[src/rtl/seg_pkg.sv]
// seg_pkg: shared definitions for the seven-segment readback path.
//   - GLYPH_0..GLYPH_F : active-high gfedcba patterns for hex digits 0..F
//   - SEG_BLANK        : all segments off
//   - seg_state_e      : capture FSM states (IDLE / SETTLE / HELD)
package seg_pkg;

  localparam logic [6:0] GLYPH_0 = 7'h3F;
  localparam logic [6:0] GLYPH_1 = 7'h06;
  localparam logic [6:0] GLYPH_2 = 7'h5B;
  localparam logic [6:0] GLYPH_3 = 7'h4F;
  localparam logic [6:0] GLYPH_4 = 7'h66;
  localparam logic [6:0] GLYPH_5 = 7'h6D;
  localparam logic [6:0] GLYPH_6 = 7'h7D;
  localparam logic [6:0] GLYPH_7 = 7'h07;
  localparam logic [6:0] GLYPH_8 = 7'h7F;
  localparam logic [6:0] GLYPH_9 = 7'h6F;
  localparam logic [6:0] GLYPH_A = 7'h77;
  localparam logic [6:0] GLYPH_B = 7'h7C;
  localparam logic [6:0] GLYPH_C = 7'h39;
  localparam logic [6:0] GLYPH_D = 7'h5E;
  localparam logic [6:0] GLYPH_E = 7'h79;
  localparam logic [6:0] GLYPH_F = 7'h71;

  localparam logic [6:0] SEG_BLANK = 7'h00;

  typedef enum logic [1:0] {
    IDLE   = 2'd0,
    SETTLE = 2'd1,
    HELD   = 2'd2
  } seg_state_e;

endpackage

[src/rtl/seg_decode.sv]
// seg_decode: combinational lookup of a 7-bit active-high gfedcba pattern.
// Ports:
//   pattern  in  7  active-high segment pattern (bit 0 = a)
//   nibble   out 4  decoded hex value (0 when not a glyph)
//   is_glyph out 1  pattern is one of the 16 hex glyphs
//   is_blank out 1  pattern has all segments off
module seg_decode
  import seg_pkg::*;
(
  input  logic [6:0] pattern,
  output logic [3:0] nibble,
  output logic       is_glyph,
  output logic       is_blank
);

  always_comb begin
    nibble   = 4'h0;
    is_glyph = 1'b1;
    is_blank = 1'b0;
    case (pattern)
      GLYPH_0:   nibble = 4'h0;
      GLYPH_1:   nibble = 4'h1;
      GLYPH_2:   nibble = 4'h2;
      GLYPH_3:   nibble = 4'h3;
      GLYPH_4:   nibble = 4'h4;
      GLYPH_5:   nibble = 4'h5;
      GLYPH_6:   nibble = 4'h6;
      GLYPH_7:   nibble = 4'h7;
      GLYPH_8:   nibble = 4'h8;
      GLYPH_9:   nibble = 4'h9;
      GLYPH_A:   nibble = 4'hA;
      GLYPH_B:   nibble = 4'hB;
      GLYPH_C:   nibble = 4'hC;
      GLYPH_D:   nibble = 4'hD;
      GLYPH_E:   nibble = 4'hE;
      GLYPH_F:   nibble = 4'hF;
      SEG_BLANK: begin
        is_glyph = 1'b0;
        is_blank = 1'b1;
      end
      default:   is_glyph = 1'b0;
    endcase
  end

endmodule

[src/rtl/seg_capture.sv]
// seg_capture: samples a multiplexed active-low seven-segment bus and
// reconstructs the four displayed hex digits with per-digit flags.
// Optional feature macro: SEG_CAPTURE_TIMEOUT_EN (per-digit staleness timeout).
// Ports:
//   CLK       in   1   system clock
//   RESET     in   1   synchronous active-high reset
//   SEGMENTS  in   7   active-low segments, bit 0 = a .. bit 6 = g (async)
//   AN        in   4   active-low anodes, AN[i] low selects digit i (async)
//   DIGITS    out 16   captured nibbles, digit i at [4i+3:4i]
//   VALID     out  4   digit holds a legal, non-stale glyph
//   BLANK     out  4   digit last committed with all segments off
//   ERR       out  4   digit last committed with an illegal pattern
//   UPDATE    out  1   one-cycle pulse per commit
//   dbg_state out  2   current capture FSM state
// Interface contract: there is no handshake; the bus is free-running and
// UPDATE is a qualifier-only strobe meaning "outputs changed this cycle".
module seg_capture
  import seg_pkg::*;
#(
  parameter int STABLE_CYCLES  = 4,
  parameter int TIMEOUT_CYCLES = 1000000
) (
  input  logic        CLK,
  input  logic        RESET,
  input  logic [6:0]  SEGMENTS,
  input  logic [3:0]  AN,
  output logic [15:0] DIGITS,
  output logic [3:0]  VALID,
  output logic [3:0]  BLANK,
  output logic [3:0]  ERR,
  output logic        UPDATE,
  output seg_state_e  dbg_state
);

  localparam logic [7:0] STABLE_C = 8'(STABLE_CYCLES);

  // Synchronizer; all-ones is the idle (nothing driven) bus state.
  logic [10:0] sync1_q, sync1_d;
  logic [10:0] sync2_q, sync2_d;

  // Active-high view of the synchronized bus, plus the previous sample.
  logic [10:0] s;
  logic [3:0]  s_an;
  logic        one_hot;
  logic [10:0] prev_q, prev_d;

  seg_state_e  state_q, state_d;
  logic [7:0]  cnt_q, cnt_d;
  logic        commit;

  logic [15:0] digits_q, digits_d;
  logic [3:0]  valid_q, valid_d;
  logic [3:0]  blank_q, blank_d;
  logic [3:0]  err_q, err_d;
  logic        update_q, update_d;

  logic [3:0]  dec_nibble;
  logic        dec_glyph;
  logic        dec_blank;

  always_comb begin
    sync1_d = {AN, SEGMENTS};
    sync2_d = sync1_q;
    s       = ~sync2_q;
    s_an    = s[10:7];
    one_hot = (s_an != 4'd0) && ((s_an & (s_an - 4'd1)) == 4'd0);
    prev_d  = s;
  end

  // A commit always uses the previous sample: when the counter has reached
  // its target, prev_q is the value that stayed stable for the whole window.
  seg_decode u_decode (
    .pattern  (prev_q[6:0]),
    .nibble   (dec_nibble),
    .is_glyph (dec_glyph),
    .is_blank (dec_blank)
  );

  always_comb begin
    state_d = state_q;
    cnt_d   = cnt_q;
    commit  = 1'b0;
    unique case (state_q)
      IDLE: begin
        if (one_hot) begin
          state_d = SETTLE;
          cnt_d   = 8'd1;
        end else begin
          cnt_d   = 8'd0;
        end
      end
      SETTLE: begin
        // The window is complete once cnt_q holds STABLE_CYCLES; the commit
        // lands on this edge even if the bus moves on at the same time.
        commit = (cnt_q == STABLE_C);
        if (!one_hot) begin
          state_d = IDLE;
          cnt_d   = 8'd0;
        end else if (s != prev_q) begin
          cnt_d   = 8'd1;
        end else if (commit) begin
          state_d = HELD;
        end else if (cnt_q != STABLE_C) begin
          cnt_d   = cnt_q + 8'd1;
        end
      end
      HELD: begin
        if (!one_hot) begin
          state_d = IDLE;
          cnt_d   = 8'd0;
        end else if (s != prev_q) begin
          state_d = SETTLE;
          cnt_d   = 8'd1;
        end
      end
      default: begin
        state_d = IDLE;
        cnt_d   = 8'd0;
      end
    endcase
  end

`ifdef SEG_CAPTURE_TIMEOUT_EN
  localparam logic [24:0] TO_LIM = 25'(TIMEOUT_CYCLES);
  logic [24:0] to_q [4];
  logic [24:0] to_d [4];
`endif

  always_comb begin
    digits_d = digits_q;
    valid_d  = valid_q;
    blank_d  = blank_q;
    err_d    = err_q;
    update_d = commit;
    for (int i = 0; i < 4; i++) begin
`ifdef SEG_CAPTURE_TIMEOUT_EN
      to_d[i] = (to_q[i] == TO_LIM) ? to_q[i] : to_q[i] + 25'd1;
      if (to_d[i] == TO_LIM) valid_d[i] = 1'b0;
`endif
      // Evaluated after the timeout so a same-edge commit wins.
      if (commit && prev_q[7+i]) begin
`ifdef SEG_CAPTURE_TIMEOUT_EN
        to_d[i] = 25'd0;
`endif
        if (dec_glyph) begin
          digits_d[4*i +: 4] = dec_nibble;
          valid_d[i] = 1'b1;
          blank_d[i] = 1'b0;
          err_d[i]   = 1'b0;
        end else if (dec_blank) begin
          valid_d[i] = 1'b0;
          blank_d[i] = 1'b1;
          err_d[i]   = 1'b0;
        end else begin
          valid_d[i] = 1'b0;
          blank_d[i] = 1'b0;
          err_d[i]   = 1'b1;
        end
      end
    end
  end

  always_ff @(posedge CLK) begin
    if (RESET) begin
      sync1_q  <= '1;
      sync2_q  <= '1;
      prev_q   <= '0;
      state_q  <= IDLE;
      cnt_q    <= 8'd0;
      digits_q <= '0;
      valid_q  <= '0;
      blank_q  <= '0;
      err_q    <= '0;
      update_q <= 1'b0;
`ifdef SEG_CAPTURE_TIMEOUT_EN
      for (int i = 0; i < 4; i++) to_q[i] <= '0;
`endif
    end else begin
      sync1_q  <= sync1_d;
      sync2_q  <= sync2_d;
      prev_q   <= prev_d;
      state_q  <= state_d;
      cnt_q    <= cnt_d;
      digits_q <= digits_d;
      valid_q  <= valid_d;
      blank_q  <= blank_d;
      err_q    <= err_d;
      update_q <= update_d;
`ifdef SEG_CAPTURE_TIMEOUT_EN
      for (int i = 0; i < 4; i++) to_q[i] <= to_d[i];
`endif
    end
  end

  assign DIGITS    = digits_q;
  assign VALID     = valid_q;
  assign BLANK     = blank_q;
  assign ERR       = err_q;
  assign UPDATE    = update_q;
  assign dbg_state = state_q;

endmodule

[config.mk]
export PLATFORM = sky130hd
export DESIGN_NAME = seg_capture
export DESIGN_NICKNAME = d
export VERILOG_FILES = /design/src/rtl/seg_pkg.sv /design/src/rtl/seg_decode.sv /design/src/rtl/seg_capture.sv
export SDC_FILE = /design/constraint.sdc
export NUM_CORES = 1
export LEC_CHECK = 0
export CAP_MARGIN = 0
export CORE_MARGIN = 2
export CORE_UTILIZATION = 58
export DETAILED_ROUTE_END_ITERATION = 7
export MAX_ROUTING_LAYER = met4
export PLACE_DENSITY_LB_ADDON = 0.05
export SETUP_SLACK_MARGIN = 0.4
export SKIP_CTS_REPAIR_TIMING = 1
export SLEW_MARGIN = 20
export SYNTH_ARGS = -nofsm -noshare
export SYNTH_HDL_FRONTEND = slang
export SYNTH_HIERARCHICAL = 1
export SYNTH_SLANG_ARGS = --single-unit
[constraint.sdc]
create_clock -name CLK -period 3.2 [get_ports CLK]
set_input_delay 0.96 -clock CLK [delete_from_list [all_inputs] [get_ports CLK]]
set_output_delay 0.96 -clock CLK [all_outputs]
set_load 0.01 [all_outputs]
[Word level (Yosys, flattened, before mapping)]
Index checks and enable logic that the tools add are counted.
Cells by class
  reductions and logical operators: 16
  bitwise operators: 2
  add/subtract/negate cells: 2
  multiplexer cells: 24
  equal/unequal tests: 27
Operators by type and width (count)
  equality test 7 bit (second input constant): 12
  one-hot mux 4 bit (15 select lines): 1
  2-to-1 mux 8 bit: 6
  one-hot mux 8 bit (3 select lines): 1
  OR reduction 16 bit: 1
  equality test 7 x 3 -> 1 bit (second input constant): 2
  equality test 7 x 6 -> 1 bit (second input constant): 2
  2-to-1 mux 2 bit: 6
  inequality test 11 bit: 1
  inverter 11 bit: 1
  2-to-1 mux 1 bit: 9
  inequality test 3 bit (second input constant): 3
  adder 8 x 1 -> 8 bit (second input constant): 1
  equality test 8 x 3 -> 1 bit (second input constant): 1
  inequality test 4 bit (second input constant): 2
  inequality test 8 x 3 -> 1 bit (second input constant): 1
  AND reduction 2 bit: 4
  zero test 7 bit: 1
  one-hot mux 2 bit (3 select lines): 1
  logical AND 1 bit: 5
  bitwise AND 4 bit: 1
  zero test 4 bit: 1
  AND reduction 4 bit: 1
  nonzero test 4 bit: 1
  6 further kinds: 6
Word-level totals
  register bits: 72
  output and inout bits: 31

[Longest topological paths before layout]
Gate-level depths: netlist of run 1.
  word-level depth: 7
  gate-level depth with buffers: 9
  gate-level depth less buffers: 7

[By module]
The synthesis of run 1 kept the hierarchy.
Modules (own cells, without submodules)
  seg_capture: cells each 280, area an instance 2736.4 um^2, times used 1
  seg_decode: cells each 48, area an instance 299.0 um^2, times used 1

[Least setup slack after synthesis of run 1]
OpenSTA, ideal clock, no wires.
  path type: register to register
  start point: reg prev_q[5]
  end point: reg digits_q[0], in the netlist DIGITS[0]
  buffers on the path: 2
  setup time: 0.120 ns
  clock period less this slack: 1.906 ns
  slack: 1.294 ns
  cell stages (with the launch flop): 8
  arrival time: 1.786 ns
  cells stage by stage: dfxtp_1 -> buf_6 -> or3_4 -> o32a_1 -> o2111ai_2 -> buf_2 -> nand3_4 -> mux2i_1
Between the ends
  word-level cells in the longest chain between the ends: 4
  elaborated cells between the ends (all ways): 20
RTL lines
  from (decl): RTL line seg_capture.sv:45  | logic [10:0] prev_q, prev_d;
  from (signal assigned): RTL line seg_capture.sv:181  | prev_q <= prev_d;
  equality test 7 x 6 -> 1 bit (tied with other cells): RTL line seg_decode.sv:20  | case (pattern)
  OR reduction 16 bit (no source line) *
  2-to-1 mux 1 bit *: RTL line seg_decode.sv:20
  net dec_glyph: RTL line seg_capture.sv:58  | logic dec_glyph;
  AND reduction 2 bit (no source line) *
  to (signal assigned): RTL line seg_capture.sv:184  | digits_q <= digits_d;
  to (decl): RTL line seg_capture.sv:51  | logic [15:0] digits_q, digits_d;
The timed path passes the listed nets; every way through them passes the cells marked *.
A chain may end at the register's enable or synchronous reset.

[Worst setup path in the final report of run 1]
  start point: reg state_q[0], in the netlist dbg_state[0]
  end point: out dbg_state[0]
RTL lines
  from (decl): RTL line seg_capture.sv:47  | seg_state_e state_q, state_d;
  from (signal assigned): RTL line seg_capture.sv:182  | state_q <= state_d;
  to (decl): RTL line seg_capture.sv:32  | output seg_state_e dbg_state
No word-level cell between the ends.

==> results of run 1 <==
[final cells by class]
| class | instances | area (um^2) |
|---|---|---|
| timing repair buffer | 46 | 453 |
| multi-input combinational | 232 | 1470 |
| sequential | 72 | 1440 |
| inverter | 5 | 18.8 |
| clock inverter | 7 | 104 |
| fill | 414 | 1380 |
| tap | 70 | 87.6 |
| clock buffer | 9 | 124 |
[state kept, by name, summed over array words and instances (netlist names)]
| name | cells |
|---|---|
| BLANK | 4 |
| DIGITS | 16 |
| ERR | 4 |
| UPDATE | 1 |
| VALID | 4 |
| cnt_q | 8 |
| dbg_state | 2 |
| prev_q | 11 |
| sync1_q | 11 |
| sync2_q | 11 |
[power groups by stage]
stage	combinational, W	clock (W)	sequential, W
after floorplan	0.0000732	0	0.000947
after global placement	0.0000968	0	0.000954
after detailed placement	0.0000983	0	0.000955
after CTS	0.0000990	0.000808	0.000934
after global routing	0.000111	0.000848	0.000937
final	0.0000988	0.000794	0.000934
[routing by layer]
metal / up-vias / GRT usage [%] / share of wire (%)
li1: 1229 / - / -
met1: 1125 / 29.3 / 45
met2: 64 / 36.9 / 48
met3: 10 / 3.55 / 5.3
met4: 0 / 10.9 / 1.5
met5: - / - / 0
[cells in the mapped netlist (8+ instances only)]
master | number | area (um^2)
a211oi_1 | 8 | 60.1
xor2_1 | 13 | 114
nand3_1 | 20 | 100
dfxtp_1 | 72 | 1440
a21oi_1 | 15 | 75.1
nand4_1 | 9 | 56.3
o21ai_0 | 11 | 55.1
clkbuf_1 | 9 | 33.8
mux2i_1 | 16 | 160
or2_2 | 22 | 138
nand2_1 | 40 | 150
nor2_1 | 22 | 82.6
[placed cells by master (no fill, tap or decap), types with 3 or more instances in the layout]
master	n
dfxtp_1	72
clkdlybuf4s50_1	43
nand2_1	40
nor2_1	22
or2_2	22
nand3_1	20
mux2i_1	16
a21oi_1	15
xor2_1	13
o21ai_0	11
nand4_1	9
clkbuf_8	9
a211oi_1	8
nor3_1	6
inv_1	5
and3_1	4
nand3_4	4
a31oi_1	4
clkinv_4	4
nor2b_1	3
nor4_1	3
buf_4	3
o211ai_1	3
[path summary, 6_finish.rpt]
path / endpoint / startpoint / cells after the start / slack [ns]
max: dbg_state[0] / dbg_state[0]$_SDFFE_PP0P_ / 1 / 0.82
min: sync2_q[2]$_SDFF_PP1_ / sync1_q[2]$_SDFF_PP1_ / 1 / 0.41
max reg2reg: BLANK[3]$_SDFFE_PP0P_ / prev_q[3]$_SDFF_PP0_ / 7 / 0.94
min reg2reg: sync2_q[2]$_SDFF_PP1_ / sync1_q[2]$_SDFF_PP1_ / 1 / 0.41
[metrics by stage]
step	hold slack, ns	setup WS (ns)	instance area [um^2]
after global routing	0.424	0.657	3700
after detailed placement	0.393	0.968	3470
after CTS	0.411	0.803	3700
after floorplan	0.389	1.29	3040
after global placement	0.391	1.01	3470
final	0.411	0.823	3700
[cells by family after synthesis]
group	Yosys count
multiplexers	16
buffers and inverters	24
AO/OA/AOI/OAI	54
adder cells (fa/ha/maj)	2
flip-flops	72
XOR/XNOR	14
AND/OR/NAND/NOR	146
==> metrics.csv, run 1 <==
metric;value;unit
cts_root_buf;clkbuf_8;
tightestPinTransition;0.802;ns
via_per_inst;5.51;
switchingPower;0.000418;W
status;finished clean;
final_hold_viol_count;0;
area_growth;21.8;%
grt_pass1_wl;10700;um
dp.cells;425;
cpPeakStageDelay;0.59;ns
fin_nets;381;
cts_inserted_buffers;9;
synth_nets;343;
synthFlopType;dfxtp_1;
clk_latency;0.34;ns
cts.clk_slew.worst_paths;0.08;ns
synth_seq_area_share;47.5;%
antenna_found_initial;0;
drc;0;
crit_path_max_fanout;9;
syn_inst;328;
initial_utilization;59.8;%
std_cell_rows;26;
swShare;22.9;%
synth.area.mux_share;5.28;%
grt_usage;23.2;%
cts.htree.levels;3;
core_area;5070;um^2
setup_tns;0;ns
path_cells;clkdlybuf4s50_1;
port_buffers;43;
syn_area_per_cell;9.25;um^2
vias;2428;
crit_type;reg -> out;
drive_gt1_share;13.2;%
async_reset_ff_share;0;%
cp.required;2.24;ns
antennaDiodeCount;0;
p_int;0.00141;W
die_area;5830;um^2
wire_per_inst;13.6;um
final_util;72.9;%
pwr-share-seq;51.2;%
period_needed;2.38;ns
power_frac_comb;5.4;%
cp_slowest_cell;clkdlybuf4s50_1;
final_cells;441;
die_h;76.3;um
cts_sinks;72;
fin_crit_sh;74.3;%
synth_seq_cells;72;
end_kind;primary output;
antenna_left;0;
synthesis.area;3040;um^2
relSlewSlack;46.5;%
yosysWarningCount;6;
fmax;421;MHz
dp_hpwl;4160;um
rsz0062_at_grt;no;
synth_cell_types;45;
p_per_area;494;nW/um^2
path_buf_inv;1;
drv_slew;0;
grt_overflow;0;
grt_start_max_net_pins;47;
power;0.00183;W
synth_compound_area_share;11.5;%
fin_skew;0.00633;ns
drv_cap;0;
cts_tree;built;
ioPinCount;44;
cpLargestDelayFamily;buffers and inverters;
synth_edf_count;0;
synth_xor_xnor_area_share;4.04;%
hold_class;reg -> reg;
die_width;76.3;um
crit_arrival;1.42;ns
clk_path_buf_depth;2;
clock_power_share;43.4;%
synth-simple-area-share;26.8;%
first_global_vias;2293;
finalWeightedCongestion;0.916;
peakVddDrop;0.409;mV
dr.pass1.iters;4;
synthAdderAreaFrac;0.824;%
wirelength;6020;um
synth_top_family_by_area;simple AND/OR/NAND/NOR gates;
power_leakage;1.38;nW
setup-violations-final;0;
cp-start-kind;flip-flop;
drt_iter0_drc;121;
(Power assumes the default switching activity.)
==> run 2: changes to the inputs <==
--- a/config.mk
+++ b/config.mk
@@ -7,7 +7,7 @@
 export LEC_CHECK = 0
 export CAP_MARGIN = 0
 export CORE_MARGIN = 2
-export CORE_UTILIZATION = 58
+export CORE_UTILIZATION = 54
 export DETAILED_ROUTE_END_ITERATION = 7
 export MAX_ROUTING_LAYER = met4
 export PLACE_DENSITY_LB_ADDON = 0.05
==> constraint.sdc (replaced) <==
create_clock -name CLK -period 2.3 [get_ports CLK]
set_input_delay 0.69 -clock CLK [delete_from_list [all_inputs] [get_ports CLK]]
set_output_delay 0.69 -clock CLK [all_outputs]
set_load 0.01 [all_outputs]
==> run 2 against run 1 <==
  * First-iteration DRC count grew 19%
  * Final cell count grew 3.9%
  * Register-to-register slack lost 0.53 ns
  * Largest cell class unchanged
==> metrics.csv, run 2 (synthesis gave the netlist of run 1 again) <==
metric;value;unit
antennaDiodeCount;0;
cts.clk_slew.worst_paths;0.07;ns
fin_skew;0.0115;ns
first_global_vias;2201;
die_h;79.0;um
grt_overflow;0;
clk_latency;0.34;ns
period_needed;1.89;ns
status;finished clean;
die_width;79.0;um
crit_type;reg -> reg;
fin_nets;396;
rsz0062_at_grt;yes;
use_met2;30.5;%
crit_arrival;2.10;ns
largest_reg_flops;16;
pwr-share-seq;54.0;%
grt_start_max_net_pins;47;
antenna_left;0;
setup-violations-final;0;
tightestPinTransition;0.532;ns
clock_power_share;39.1;%
fin_crit_sh;82.0;%
wirelength;6320;um
final_cell_mix;dfxtp_1, nand2_1, dlymetal6s2s_1;
dr.pass1.iters;4;
drive_gt1_share;20.2;%
drv_slew;0;
use_met3;5.80;%
via_per_inst;5.59;
switchingPower;0.000546;W
peakVddDrop;0.552;mV
grt_pass1_wl;10000;um
relSlewSlack;64.5;%
drt_iter0_drc;144;
crit_path_max_fanout;8;
clk_path_buf_depth;2;
final_hold_viol_count;0;
drc;0;
power_frac_comb;6.9;%
place_area;3520;um^2
ioPinCount;44;
power_leakage;2.04;nW
core_area;5470;um^2
gr-usage-met1;27.7;%
drv_cap;0;
grt-busiest-layer;met2;
cp.required;2.52;ns
die_area;6240;um^2
p_int;0.00185;W
hold_class;reg -> reg;
end_kind;flip-flop;
finalWeightedCongestion;0.962;
swShare;22.8;%
final_common_cell;dfxtp_1;
area_growth;30.1;%
initial_utilization;55.5;%
cts_inserted_buffers;9;
wire_per_inst;13.8;um
cp-start-kind;flip-flop;
grt_usage;20.9;%
fin_area;3950;um^2
cts_sinks;72;
p_per_area;606;nW/um^2
std_cell_rows;27;
dp_hpwl;4180;um
antenna_found_initial;0;
port_buffers;43;
fmax;530;MHz
setup_tns;0;ns
cts.htree.levels;3;
cts_root_buf;clkbuf_8;
cts_tree;built;
vias;2560;
final_util;72.2;%
## run 2: final timing paths
path                               from                      to  slack [ns]  cells after the start
setup / recovery   prev_q[6]$_SDFF_PP0_  DIGITS[8]$_SDFFE_PP0P_        0.41                      6
hold / removal    sync1_q[3]$_SDFF_PP1_   sync2_q[3]$_SDFF_PP1_        0.41                      1
setup reg to reg   prev_q[6]$_SDFF_PP0_  DIGITS[8]$_SDFFE_PP0P_        0.41                      6
hold reg to reg   sync1_q[3]$_SDFF_PP1_   sync2_q[3]$_SDFF_PP1_        0.41                      1
## run 2: stage by stage
step / hold slack [ns] / instances / worst slack (ns) / power, W
finish: 0.409 / 458 / 0.413 / 0.00239
global route: 0.422 / 458 / 0.330 / 0.00248
CTS: 0.410 / 448 / 0.0976 / 0.00239
detailed placement: 0.394 / 432 / 0.120 / 0.00148
global placement: 0.391 / 432 / 0.181 / 0.00147
floorplan: 0.389 / 328 / 0.468 / 0.00142
## run 2: critical path, stage by stage, from the launching register on
cell,delay (ns)
dfxtp_4,0.40
nand2_1,0.09
or4_4,0.53
o31a_1,0.15
o2111ai_4,0.26
nand3_4,0.18
mux2i_1,0.16
## run 2: power by group through the flow
stage	Combinational [W]	Clock, W	Sequential (W)
3_5_place_dp	0.000147	0	0.00133
4_1_cts	0.000147	0.000946	0.00130
2_1_floorplan	0.000102	0	0.00132
6_report	0.000164	0.000935	0.00129
3_3_place_gp	0.000145	0	0.00133
5_1_grt	0.000182	0.00100	0.00129
## run 2: layout make-up
| type | count | area, um^2 |
|---|---|---|
| inverters | 5 | 18.8 |
| clock inverters | 4 | 45.0 |
| repair buffers | 61 | 658 |
| well taps | 72 | 90.1 |
| multi-input cells | 232 | 1530 |
| flip-flops and latches | 72 | 1480 |
| fillers | 445 | 1520 |
| clock buffers | 12 | 135 |
## run 2: metal layers
layer  share of wire, %  wire [um]
met2                 46       2910
met3                5.4        344
met4                1.6        101
met1                 47       2960
met5                  0          0
